### config.mk
export PLATFORM = sky130hd
export DESIGN_NAME = uart_tx_ctrl
export DESIGN_NICKNAME = d
export VERILOG_FILES = /design/src/rtl/uart_tx_ctrl.sv
export SDC_FILE = /design/constraint.sdc
export NUM_CORES = 1
export LEC_CHECK = 0
export CAP_MARGIN = 20
export CORE_MARGIN = 4
export CORE_UTILIZATION = 50
export CTS_CLUSTER_SIZE = 24
export DETAILED_ROUTE_END_ITERATION = 7
export PLACE_DENSITY = 0.75
export SLEW_MARGIN = 20
export SYNTH_ARGS = -nofsm -noshare
export SYNTH_HDL_FRONTEND = slang
export SYNTH_SLANG_ARGS = --single-unit
### constraint.sdc
create_clock -name clk -period 2.5 [get_ports clk]
set_input_delay 0.5 -clock clk [delete_from_list [all_inputs] [get_ports clk]]
set_output_delay 0.5 -clock clk [all_outputs]
set_load 0.005 [all_outputs]
### src/rtl/uart_tx_ctrl.sv
// Byte scheduler in front of the UART transmitter: small FIFO plus strobe sequencing paced by tick.
// Optional transmit-complete interrupt enabled with `define UART_TX_IRQ_EN (adds tx_irq, irq_mask).
module uart_tx_ctrl #(
  parameter int FIFO_DEPTH = 4
) (
  input  logic       clk,
  input  logic       rst,
  input  logic       tick,
  input  logic       wr_en,
  input  logic [7:0] wr_data,
  input  logic       stop_2,
  output logic [7:0] tx_data,
  output logic       load_data_reg,
  output logic       byte_ready,
  output logic       transfer_byte,
  output logic       stop_2_q,
  output logic       fifo_full,
  output logic       fifo_empty,
  output logic       busy,
  output logic       ovf
`ifdef UART_TX_IRQ_EN
  ,
  input  logic       irq_mask,
  output logic       tx_irq
`endif
);
  localparam int PTR_W = $clog2(FIFO_DEPTH);
  localparam logic [PTR_W:0] DEPTH_C = FIFO_DEPTH[PTR_W:0];

  localparam logic [2:0] S_IDLE  = 3'd0;
  localparam logic [2:0] S_LOAD  = 3'd1;
  localparam logic [2:0] S_READY = 3'd2;
  localparam logic [2:0] S_START = 3'd3;
  localparam logic [2:0] S_SEND  = 3'd4;

  logic [2:0]       state;
  logic [7:0]       mem [FIFO_DEPTH];
  logic [PTR_W-1:0] wr_ptr, rd_ptr;
  logic [PTR_W:0]   count, count_nxt;
  logic [3:0]       frame_cnt, frame_len;
  logic             push, pop, send_done;

  assign push      = wr_en && !fifo_full;
  assign pop       = (state == S_IDLE) && !fifo_empty;
  assign frame_len = stop_2_q ? 4'd11 : 4'd10;
  // Last tick of the frame: the count would reach frame_len on this tick.
  assign send_done = (state == S_SEND) && tick && (frame_cnt >= frame_len - 4'd1);

  assign load_data_reg = (state == S_LOAD);
  assign byte_ready    = (state == S_READY);
  assign transfer_byte = (state == S_START);
  assign busy          = (state != S_IDLE);

  always_comb begin
    count_nxt = count;
    case ({push, pop})
      2'b10:   count_nxt = count + (PTR_W+1)'(1);
      2'b01:   count_nxt = count - (PTR_W+1)'(1);
      default: count_nxt = count;
    endcase
  end

  always_ff @(posedge clk) begin
    if (push) mem[wr_ptr] <= wr_data;
  end

  always_ff @(posedge clk or negedge rst) begin
    if (!rst) begin
      state      <= S_IDLE;
      wr_ptr     <= '0;
      rd_ptr     <= '0;
      count      <= '0;
      fifo_full  <= 1'b0;
      fifo_empty <= 1'b1;
      ovf        <= 1'b0;
      tx_data    <= 8'h00;
      stop_2_q   <= 1'b0;
      frame_cnt  <= '0;
    end else begin
      count      <= count_nxt;
      fifo_full  <= (count_nxt == DEPTH_C);
      fifo_empty <= (count_nxt == '0);
      if (push) wr_ptr <= wr_ptr + PTR_W'(1);
      if (pop)  rd_ptr <= rd_ptr + PTR_W'(1);
      if (wr_en && fifo_full) ovf <= 1'b1;
      // Each strobe state advances on the tick that the transmitter samples it.
      case (state)
        S_IDLE: if (pop) begin
          tx_data  <= mem[rd_ptr];
          stop_2_q <= stop_2;
          state    <= S_LOAD;
        end
        S_LOAD:  if (tick) state <= S_READY;
        S_READY: if (tick) state <= S_START;
        S_START: if (tick) begin
          frame_cnt <= '0;
          state     <= S_SEND;
        end
        S_SEND: if (tick) begin
          if (send_done) begin
            frame_cnt <= '0;
            state     <= S_IDLE;
          end else begin
            frame_cnt <= frame_cnt + 4'd1;
          end
        end
        default: state <= S_IDLE;
      endcase
    end
  end

`ifdef UART_TX_IRQ_EN
  always_ff @(posedge clk or negedge rst) begin
    if (!rst) tx_irq <= 1'b0;
    else      tx_irq <= send_done && fifo_empty && !irq_mask;
  end
`endif

endmodule

==> results of run 1 <==
final cells by class:
type                            count  share of cell area [%]
Multi-Input combinational cell     80                    25.9
Tap cell                           67                    2.74
Sequential cell                    58                    52.7
Inverter                            9                    1.10
Clock inverter                      7                    3.07
Timing Repair Buffer               33                    10.4
Clock buffer                        9                    4.05
layer usage:
layer	share of wire [%]	wire (microns)
met1	42	1840
met2	52	2250
met3	4.1	177
met4	1.7	72
met5	0	0
sequential cells by signal, summed over array words and instances (netlist names):
signal	count
frame_cnt	4
ovf	1
fifo_empty	1
wr_ptr	2
stop_2_q	1
mem	32
state	3
rd_ptr	2
fifo_full	1
tx_data	8
count	3
placed cells by master (no fill, tap or decap), types with 3 or more instances in the layout:
cell type	netlist	routed
sky130_fd_sc_hd__nor2b_1	3	3
sky130_fd_sc_hd__o21ai_0	8	8
sky130_fd_sc_hd__dfrtp_1	25	25
sky130_fd_sc_hd__buf_4	0	5
sky130_fd_sc_hd__mux2_4	5	5
sky130_fd_sc_hd__mux4_2	8	8
sky130_fd_sc_hd__mux2_2	3	3
sky130_fd_sc_hd__and2_1	4	4
sky130_fd_sc_hd__clkdlybuf4s50_1	0	28
sky130_fd_sc_hd__nor2_1	3	3
sky130_fd_sc_hd__clkbuf_8	0	9
sky130_fd_sc_hd__inv_1	9	9
sky130_fd_sc_hd__nand2_1	9	9
sky130_fd_sc_hd__ha_1	8	8
sky130_fd_sc_hd__xor2_1	4	4
sky130_fd_sc_hd__edfxtp_1	32	32
metrics by stage:
stage                     area [sq um]  utilization, %  hold WS, ns  cells
after floorplan                   2480               -        0.204    152
after global placement            2840            59.8        0.439    247
after detailed placement          2840            59.8        0.464    247
after CTS                         3060            64.3        0.479    263
after global routing              3060            64.3        0.503    263
final                             3060            64.3        0.469    263
worst min path at each step:
stage,startpoint,to,cells after the start
3_5_place_dp,ovf,ovf,1
6_report,ovf,ovf,1
5_1_grt,ovf,ovf,1
2_1_floorplan,rst,count[0],0
3_3_place_gp,ovf,ovf,1
4_1_cts,ovf,ovf,1
cells by family after synthesis:
family | after synthesis | synth area share, %
muxes | 16 | 11.6
adders and majority gates | 9 | 4.84
AOI/OAI and AO/OA | 16 | 4.08
and+or+nand+nor | 32 | 8.61
buffers and inverters | 14 | 3.12
xor gates and xnor gates | 7 | 2.77
DFF | 58 | 64.9
power by group:
part / leakage, nW / switching (mW) / internal (mW) / total, mW
registers: 0.608 / 0.217 / 1.31 / 1.53
logic: 0.485 / 0.576 / 0.792 / 1.37
clock network: 0.105 / 0.370 / 0.558 / 0.928
total: 1.20 / 1.16 / 2.66 / 3.82
critical path, stage by stage (launching register included):
cell and delay [ns]:
sky130_fd_sc_hd__dfrtp_1 0.44, sky130_fd_sc_hd__or3_4 0.39, sky130_fd_sc_hd__nor2_8 0.11, sky130_fd_sc_hd__ha_1 0.18, sky130_fd_sc_hd__inv_1 0.06, sky130_fd_sc_hd__fa_1 0.50
sky130_fd_sc_hd__o21ai_0 0.12, sky130_fd_sc_hd__or2_2 0.33, sky130_fd_sc_hd__nor2b_1 0.11
==> PnR_summary.wiki, run 1 <==
{| class="wikitable"
! Metric !! Value
|-
| Deepest clock path buffer count || 2
|-
| Cell type with the highest aggregate area in the netlist || sky130_fd_sc_hd__edfxtp_1
|-
| Met2 Track Usage GR || 26.2%
|-
| Top cells by instance count after synthesis || 32 x sky130_fd_sc_hd__edfxtp_1, 25 x sky130_fd_sc_hd__dfrtp_1, 9 x sky130_fd_sc_hd__inv_1, 9 x sky130_fd_sc_hd__nand2_1
|-
| Peak fanout along the critical path || 7
|-
| Antenna violations before repair || 0
|-
| Resized Gates After CTS || 0
|-
| Number of vias after detailed routing || 1358
|-
| Post-DRT Antenna Nets || 0
|-
| Clock slew seen by the registers of the worst setup and hold paths || 0.07 ns
|-
| Sequential cell area || 1610 sq um
|-
| Placer Congestion || 0.793
|-
| TritonCTS clock tree || built
|-
| Total of fill cells in the finished design || 362
|-
| Synthesized area per cell || 16.3 sq um
|-
| Area growth syn-to-layout || 23.2%
|-
| Final Hold Violating Endpoints || 0
|-
| Max-cap viol count || 0
|-
| Final antenna diode count || 0
|-
| Leakage component of the power || 1.20 nW
|-
| Sinks on the clock net || 58
|-
| Startpoint kind of the worst setup timing path || register
|-
| Cell at the root of the clock tree || sky130_fd_sc_hd__clkbuf_8
|-
| Pin count of the biggest net entering global routing || 27
|-
| EDFF count, synth || 32
|-
| Most used standard cell by instance count after synthesis || sky130_fd_sc_hd__edfxtp_1
|-
| Starting density of the core || 52.2%
|-
| Clock period minus final worst setup slack || 2.32 ns
|-
| Largest cells by area after synthesis || sky130_fd_sc_hd__edfxtp_1 39%, sky130_fd_sc_hd__dfrtp_1 25%, sky130_fd_sc_hd__mux4_2 7.3%
|-
| Slack of the worst reg-to-reg path || 0.18 ns
|-
| Clock Latency Late Sink || 0.33 ns
|-
| Post-route setup slack || 0.180 ns
|-
| Max-slew violation count || 0
|-
| Worst clock skew || 0.00343 ns
|-
| First DRT Iteration DRCs || 46
|-
| DRT Pass-1 Iters || 4
|-
| Area of the die || 6160 sq um
|-
| Number of warnings issued by yosys || 0
|-
| Data required, critical path || 2.76 ns
|-
| Post-synthesis register bit count || 58
|-
| Grt ovf || 0
|-
| Global-route wire length before repair || 6970 microns
|-
| Crit end category || register
|-
| Worst slew margin relative to its limit || 59.3%
|-
| Post-CTS Setup Bufs || 0
|-
| TritonCTS buffer count || 9
|-
| Total core area || 4750 sq um
|-
| Setup violations, final || 0
|-
| Final total negative setup slack || 0 ns
|-
| Number of levels the H-tree was split into || 3
|-
| Total DRC errors in the routed layout || 0
|-
| Worst-case vdd ir drop || 607 uV
|-
| Crit Reg-Reg Endpoint || fifo_full
|-
| Nets in the synthesized netlist || 174
|-
| Met3 usage || 5.85%
|-
| I/O pin cnt || 29
|-
| Share of post-route cells with drive strength above 1 || 23.5%
|-
| Pwr Total || 3.82 mW
|-
| Die boundary height || 78.5 microns
|-
| Via density per instance || 5.16
|-
| Area share of the largest cell type after synthesis || 38.7%
|-
| Path depth of the worst reg2reg path || 8
|-
| Ys async rst share || 44.8%
|-
| Actual transition at the worst max-transition pin || 0.611 ns
|-
| Combined area of the multi-input logic cells || 793 sq um
|-
| Overall track demand over capacity in global routing || 15.8%
|-
| Met1 Use GR || 18.1%
|-
| Average wire per cell in the routed design || 16.5 microns
|-
| Power density over cell area || 1250 nW/um^2
|-
| Final worst-path cycle share || 92.8%
|-
| Vias in the first global route || 1393
|-
| Final nets || 213
|-
| Sequential-to-total area share from yosys stat || 64.9%
|-
| Post-DP HPWL || 3010 microns
|-
| Most Used Layer, Global Route || met2
|-
| R2R Path Start || state[2]
|-
| Number of core rows || 25
|-
| Most used flip-flop cell after synthesis || sky130_fd_sc_hd__edfxtp_1
|-
| Count of input and output buffers || 28
|-
| Combined area of all synthesized cells || 2480 sq um
|-
| Post-Synthesis Cells || 152
|-
| HP Class || register to register
|-
| Worst setup path end || fifo_full
|-
| Hold-fix buffer count after cts || 0
|-
| Launch point of the worst path || state[2]
|-
| Data arrival time of the critical path || 2.58 ns
|-
| Worst slack at placement || 0.0166 ns
|-
| Die width || 78.5 microns
|-
| RSZ-0062 raised after global routing || no
|-
| Count of distinct cell types in the synthesized netlist || 40
|-
| Outcome || finished clean
|-
| Achievable frequency || 431 MHz
|-
| Worst Setup Path Type || register to register
|-
| Routed wire length || 4340 microns
|}
Note: power is estimated with default switching activity, not from simulation.
==> run 2, diff against run 1 <==
--- a/config.mk
+++ b/config.mk
@@ -7,10 +7,10 @@
 export LEC_CHECK = 0
 export CAP_MARGIN = 20
 export CORE_MARGIN = 4
-export CORE_UTILIZATION = 50
+export CORE_UTILIZATION = 59
 export CTS_CLUSTER_SIZE = 24
 export DETAILED_ROUTE_END_ITERATION = 7
-export PLACE_DENSITY = 0.75
+export PLACE_DENSITY = 0.83
 export SLEW_MARGIN = 20
 export SYNTH_ARGS = -nofsm -noshare
 export SYNTH_HDL_FRONTEND = slang
==> constraint.sdc (replaced) <==
create_clock -name clk -period 2.8 [get_ports clk]
set_input_delay 0.56 -clock clk [delete_from_list [all_inputs] [get_ports clk]]
set_output_delay 0.56 -clock clk [all_outputs]
set_load 0.005 [all_outputs]
==> PnR_summary.wiki, run 2 (synthesized netlist as in run 1, its figures left out) <==
{| class="wikitable"
! Metric !! Value
|-
| Outcome || finished clean (unchanged)
|-
| Final Hold Violating Endpoints || 0 (unchanged)
|-
| Final total negative setup slack || 0 ns (unchanged)
|-
| Setup violations, final || 0 (unchanged)
|-
| Global-route wire length before repair || 6870 microns (was 6970 microns)
|-
| Worst path most repeated cell || sky130_fd_sc_hd__xor2_1
|-
| Post-DRT Antenna Nets || 0 (unchanged)
|-
| Starting density of the core || 61.6% (was 52.2%)
|-
| Count of input and output buffers || 28 (unchanged)
|-
| Crit-path cells || or3_4 > nor2_8 > ha_1 > inv_1 > fa_1 > xor2_1 > nor2_1 > xor2_1 > nor2b_1 (was or3_4 > nor2_8 > ha_1 > inv_1 > fa_1 > o21ai_0 > or2_2 > nor2b_1)
|-
| Flip-flop count of the largest register after layout || 32 (unchanged)
|-
| I/O pin cnt || 29 (unchanged)
|-
| Hold-fix buffer count after cts || 0 (unchanged)
|-
| # placed instances || 228 (was 247)
|-
| RSZ-0062 raised after global routing || no (unchanged)
|-
| DRT Pass-1 Iters || 6 (was 4)
|-
| Area of the die || 5310 sq um (was 6160 sq um)
|-
| Max-slew violation count || 0 (unchanged)
|-
| Number of vias after detailed routing || 1364 (was 1358)
|-
| Standard cell with the maximum stage delay on the critical path || sky130_fd_sc_hd__dfrtp_1 (was sky130_fd_sc_hd__fa_1)
|-
| Antenna violations before repair || 0 (unchanged)
|-
| Number of levels the H-tree was split into || 3 (unchanged)
|-
| Combined area of the multi-input logic cells || 793 sq um (unchanged)
|-
| Pin count of the biggest net entering global routing || 27 (unchanged)
|-
| Routed wire length || 4070 microns (was 4340 microns)
|-
| Register name with the most flops || mem (unchanged)
|-
| Resized Gates After CTS || 0 (unchanged)
|-
| Vias in the first global route || 1402 (was 1393)
|-
| Die boundary height || 72.9 microns (was 78.5 microns)
|-
| Die width || 72.9 microns (was 78.5 microns)
|-
| Actual transition at the worst max-transition pin || 0.631 ns (was 0.611 ns)
|-
| Area growth syn-to-layout || 21.2% (was 23.2%)
|-
| Overall track demand over capacity in global routing || 18.5% (was 15.8%)
|-
| HP Class || register to register (unchanged)
|-
| Worst slew margin relative to its limit || 58.0% (was 59.3%)
|-
| Worst clock skew || 0.00517 ns (was 0.00343 ns)
|-
| First DRT Iteration DRCs || 56 (was 46)
|-
| Data required, critical path || 3.06 ns (was 2.76 ns)
|-
| Placer Congestion || 0.777 (was 0.793)
|-
| Crit end category || register (unchanged)
|-
| Clock period minus final worst setup slack || 2.45 ns (was 2.32 ns)
|-
| Max-cap viol count || 0 (unchanged)
|-
| Leading cell type in the layout, fill and taps excluded || sky130_fd_sc_hd__edfxtp_1 (unchanged)
|-
| Sinks on the clock net || 58 (unchanged)
|-
| Clock slew seen by the registers of the worst setup and hold paths || 0.06 ns (was 0.07 ns)
|-
| TritonCTS clock tree || built (unchanged)
|-
| Total DRC errors in the routed layout || 0 (unchanged)
|-
| Grt ovf || 0 (unchanged)
|-
| Peak fanout along the critical path || 8 (was 7)
|-
| TritonCTS buffer count || 9 (unchanged)
|-
| Final worst-path cycle share || 87.5% (was 92.8%)
|-
| Worst Setup Path Type || register to register (unchanged)
|-
| Startpoint kind of the worst setup timing path || register (unchanged)
|-
| Worst-case vdd ir drop || 672 uV (was 607 uV)
|-
| Fin cells || 244 (was 263)
|-
| Delay of the slowest critical-path stage || 0.46 ns (was 0.50 ns)
|-
| Via density per instance || 5.59 (was 5.16)
|-
| Cell at the root of the clock tree || sky130_fd_sc_hd__clkbuf_8 (unchanged)
|-
| Total core area || 4030 sq um (was 4750 sq um)
|-
| Registers with the most flip-flops || mem x32, tx_data x8, frame_cnt x4 (unchanged)
|-
| Leakage component of the power || 1.19 nW (was 1.20 nW)
|-
| Achievable frequency || 408 MHz (was 431 MHz)
|-
| Deepest clock path buffer count || 2 (unchanged)
|-
| Clock Latency Late Sink || 0.33 ns (about the same)
|-
| Post-DP HPWL || 2860 microns (was 3010 microns)
|-
| Number of core rows || 23 (was 25)
|-
| Average wire per cell in the routed design || 16.7 microns (was 16.5 microns)
|-
| Data arrival time of the critical path || 2.71 ns (was 2.58 ns)
|-
| Final nets || 211 (was 213)
|-
| Share of post-route cells with drive strength above 1 || 20.6% (was 23.5%)
|-
| Top library cells by usage in the layout, fill and taps aside || 32 x sky130_fd_sc_hd__edfxtp_1, 28 x sky130_fd_sc_hd__clkdlybuf4s50_1, 25 x sky130_fd_sc_hd__dfrtp_1 (unchanged)
|-
| Final antenna diode count || 0 (unchanged)
|-
| Total of fill cells in the finished design || 257 (was 362)
|-
| Power density over cell area || 1110 nW/um^2 (was 1250 nW/um^2)
|-
| Sequential cell area || 1610 sq um (unchanged)
|-
| Post-CTS Setup Bufs || 0 (unchanged)
|}
run 2: final timing paths:
check                          from         end  slack [ns]  cells past startpoint
setup / recovery           state[0]   fifo_full        0.35                      9
hold / removal                  ovf         ovf        0.46                      1
setup reg to reg           state[0]   fifo_full        0.35                      9
hold reg to reg                 ovf         ovf        0.46                      1
max in group asynchronous       rst  fifo_empty        1.90                      2
min in group asynchronous       rst   wr_ptr[0]        0.59                      2
run 2: worst max-delay path, delay by kind of cell (launching register included):
kind / cells / cell delay (ns)
adder cells (fa/ha/maj): 2 / 0.59
AND/OR/NAND/NOR: 4 / 0.87
flip-flops: 1 / 0.46
XOR/XNOR: 2 / 0.38
buffers and inverters: 1 / 0.07
run 2: power breakdown:
group	switching (mW)	leakage, nW	internal [mW]
clock	0.303	0.102	0.497
combinational	0.468	0.475	0.687
sequential	0.218	0.608	1.17
run 2: per-stage QoR:
stage / hold slack (ns) / util [%] / power (mW) / area (sq um) / setup slack (ns)
after CTS: 0.464 / 74.7 / 3.39 / 3010 / 0.325
after floorplan: 0.264 / - / 2.19 / 2480 / 0.384
after global placement: 0.441 / 69.6 / 2.50 / 2810 / 0.356
final: 0.463 / 74.7 / 3.34 / 3010 / 0.349
after global routing: 0.482 / 74.7 / 3.57 / 3010 / 0.174
after detailed placement: 0.446 / 69.6 / 2.59 / 2810 / 0.171
run 2: layer usage:
layer | routed length (microns) | vias up | global-route usage, %
met3 | 235 | 11 | 7.99
met1 | 1540 | 688 | 20.2
met5 | 0 | - | 0
met2 | 2210 | 34 | 31.5
li1 | - | 631 | -
met4 | 79 | 0 | 7.99
run 2: cell type report:
type / count / area share, %
Clock inverter: 4 / 2.29
Sequential cell: 58 / 53.6
Clock buffer: 12 / 4.49
Inverter: 9 / 1.12
Timing Repair Buffer: 31 / 10.1
Tap cell: 50 / 2.08
Multi-Input combinational cell: 80 / 26.4
==> patch (settings of run 2) <==
Register the output `ovf` once more, without a reset; this adds one clock of latency there. The other outputs are not delayed to match.
--- a/src/rtl/uart_tx_ctrl.sv
+++ b/src/rtl/uart_tx_ctrl.sv
@@ -32,6 +32,8 @@
   localparam logic [2:0] S_READY = 3'd2;
   localparam logic [2:0] S_START = 3'd3;
   localparam logic [2:0] S_SEND  = 3'd4;
+
+  logic ovf_s0;
 
   logic [2:0]       state;
   logic [7:0]       mem [FIFO_DEPTH];
@@ -72,7 +74,7 @@
       count      <= '0;
       fifo_full  <= 1'b0;
       fifo_empty <= 1'b1;
-      ovf        <= 1'b0;
+      ovf_s0     <= 1'b0;
       tx_data    <= 8'h00;
       stop_2_q   <= 1'b0;
       frame_cnt  <= '0;
@@ -82,7 +84,7 @@
       fifo_empty <= (count_nxt == '0);
       if (push) wr_ptr <= wr_ptr + PTR_W'(1);
       if (pop)  rd_ptr <= rd_ptr + PTR_W'(1);
-      if (wr_en && fifo_full) ovf <= 1'b1;
+      if (wr_en && fifo_full) ovf_s0 <= 1'b1;
       // Each strobe state advances on the tick that the transmitter samples it.
       case (state)
         S_IDLE: if (pop) begin
@@ -116,5 +118,9 @@
   end
 `endif
 
+  always_ff @(posedge clk) begin
+    ovf <= ovf_s0;
+  end
+
 endmodule
 
Function: changed (a bounded check fails within 10 cycles, from zero or initial values and one cycle with rst low).
==> patch against run 2 <==
  * Fmax fell by 0.20%
  * First-iteration DRC count fell by 39%
  * Cell count rose by 0.41%
  * Non-clock buffer count did not move
  * Clock skew rose by 0.0069 ns
  * Count of clock-buffer cells in the layout rose by 1
  * Synthesized area rose by 0.81%
  * Design area rose by 0.17%
  * Hold slack got worse by 0.086 ns
  * Sequential cell count rose by 1
  * Total power fell by 0.99%
  * Worst setup slack got worse by 0.0049 ns
  * Routed wire length rose by 4.4%
  * Critical path depth did not move
  * Critical endpoint unchanged
  * Largest power group unchanged
==> patch: results (changes against run 2) <==
Outcome:
- The flow ran to the end, and the final reports show no timing, DRC or antenna violations.

Yosys:
- By area the synthesized netlist is led by sky130_fd_sc_hd__edfxtp_1, sky130_fd_sc_hd__dfrtp_1, sky130_fd_sc_hd__mux4_2.
- The share of the yosys chip area belonging to registers came to 65.22% (+0.28 points).
- The proportion of register bits with asynchronous set or reset after synthesis is 44.07% (-0.76 points).

Placed design:
- The post-place instance area is 0.002825 mm² (+0.71%).
- The half-perimeter wire length of the detailed placement result is 3028 µm (+5.9%).
- The pre-CTS worst setup slack was 0.1991 ns (+0.02790 ns).
- The global placement routability congestion is 0.8195 (+5.5%).

Hold path:
- The path with the worst hold slack has its endpoint at ovf$_DFF_P_.
- The number of cells on the worst hold path is 0 (-1).
- The startpoint of the worst hold path is ovf_s0$_DFFE_PN0P_.

Finish:
- The count of fill cells added during filler insertion is 253 (-1.6%).
- The post-layout net count is 212 (+0.47%).
- The share of layout cells above drive strength 1 was 21.03% (+0.41 points).

Critical path:
- The arrival time reported for the critical path endpoint is 2.72 ns (about the same).

Drt:
- The number of vias in the routed layout is 1347 (-1.2%).
- The average wire length per cell after detail routing is 17.34 µm (+4.0%).
- The number of DRC markers after the initial detailed-route iteration is 34 (-39%).

STA:
- The transition time at the pin with the least slew margin was 0.6588 ns (+0.02827 ns).
- The worst setup skew after layout was 0.01209 ns (+0.006920 ns).

Power and ir drop:
- The maximum vdd drop is 0.6394 mV (-4.9%).

Clock tree:
- The H-tree depth is 3 (unchanged).
- The post-CTS setup-driven buffer insertion count came to 0 (unchanged).

Global routing:
- The number of global-route vias before repair was 1517 (+8.2%).
- The wire length of the first global-routing pass is 7162 µm (+4.3%).
- The pin count of the biggest net entering global routing is 17 (-37%).
## patch: cell count changes in the layout (fill, tap and decap cells not counted), sizes merged
| cell | change |
|---|---|
| dfxtp | +1 |
| clkbuf | +1 |
| bufinv | -1 |
## patch: power breakdown
group | switching [mW] | internal [mW]
clock network | 0.302 | 0.433
logic | 0.473 | 0.688
registers | 0.228 | 1.19
total | 1.00 | 2.31
## patch: cells by family after synthesis
family,synth area share [%]
XOR/XNOR,2.749
adder cells (fa/ha/maj),4.798
AND/OR/NAND/NOR,8.546
multiplexers,11.54
flip-flops,65.22
buffers and inverters,3.098
AO/OA/AOI/OAI,4.048
## patch: cell type report
cell class	count	area, µm²	area share [%]
Sequential cell	59	1633	54.17
Tap cell	50	62.56	2.076
Inverter	9	33.78	1.121
Multi-Input combinational cell	80	793.3	26.32
Clock inverter	3	40.04	1.328
Timing Repair Buffer	31	302.8	10.05
Clock buffer	13	148.9	4.940
## patch: per-stage QoR
step / hold slack, ns / cells
after floorplan: 0.2644 / 153
after global placement: 0.3562 / 229
after detailed placement: 0.3656 / 229
after CTS: 0.3777 / 245
after global routing: 0.3992 / 245
final: 0.3773 / 245
## patch: layer usage
metal / vias up / share of wire (%) / global-route usage [%]
li1: 631 / - / -
met2: 32 / 53 / 32.67
met4: 0 / 1.9 / 9.016
met5: - / 0 / 0
met3: 8 / 4.8 / 6.749
met1: 676 / 40 / 20.59
## patch: worst max-delay path by stage
stage	to	slack [ns]
after floorplan	fifo_full$_DFF_PN0_	0.37
after global placement	fifo_full$_DFF_PN0_	0.34
after detailed placement	fifo_full$_DFF_PN0_	0.20
after CTS	fifo_full$_DFF_PN0_	0.34
after global routing	fifo_full$_DFF_PN0_	0.23
final	fifo_full$_DFF_PN0_	0.34
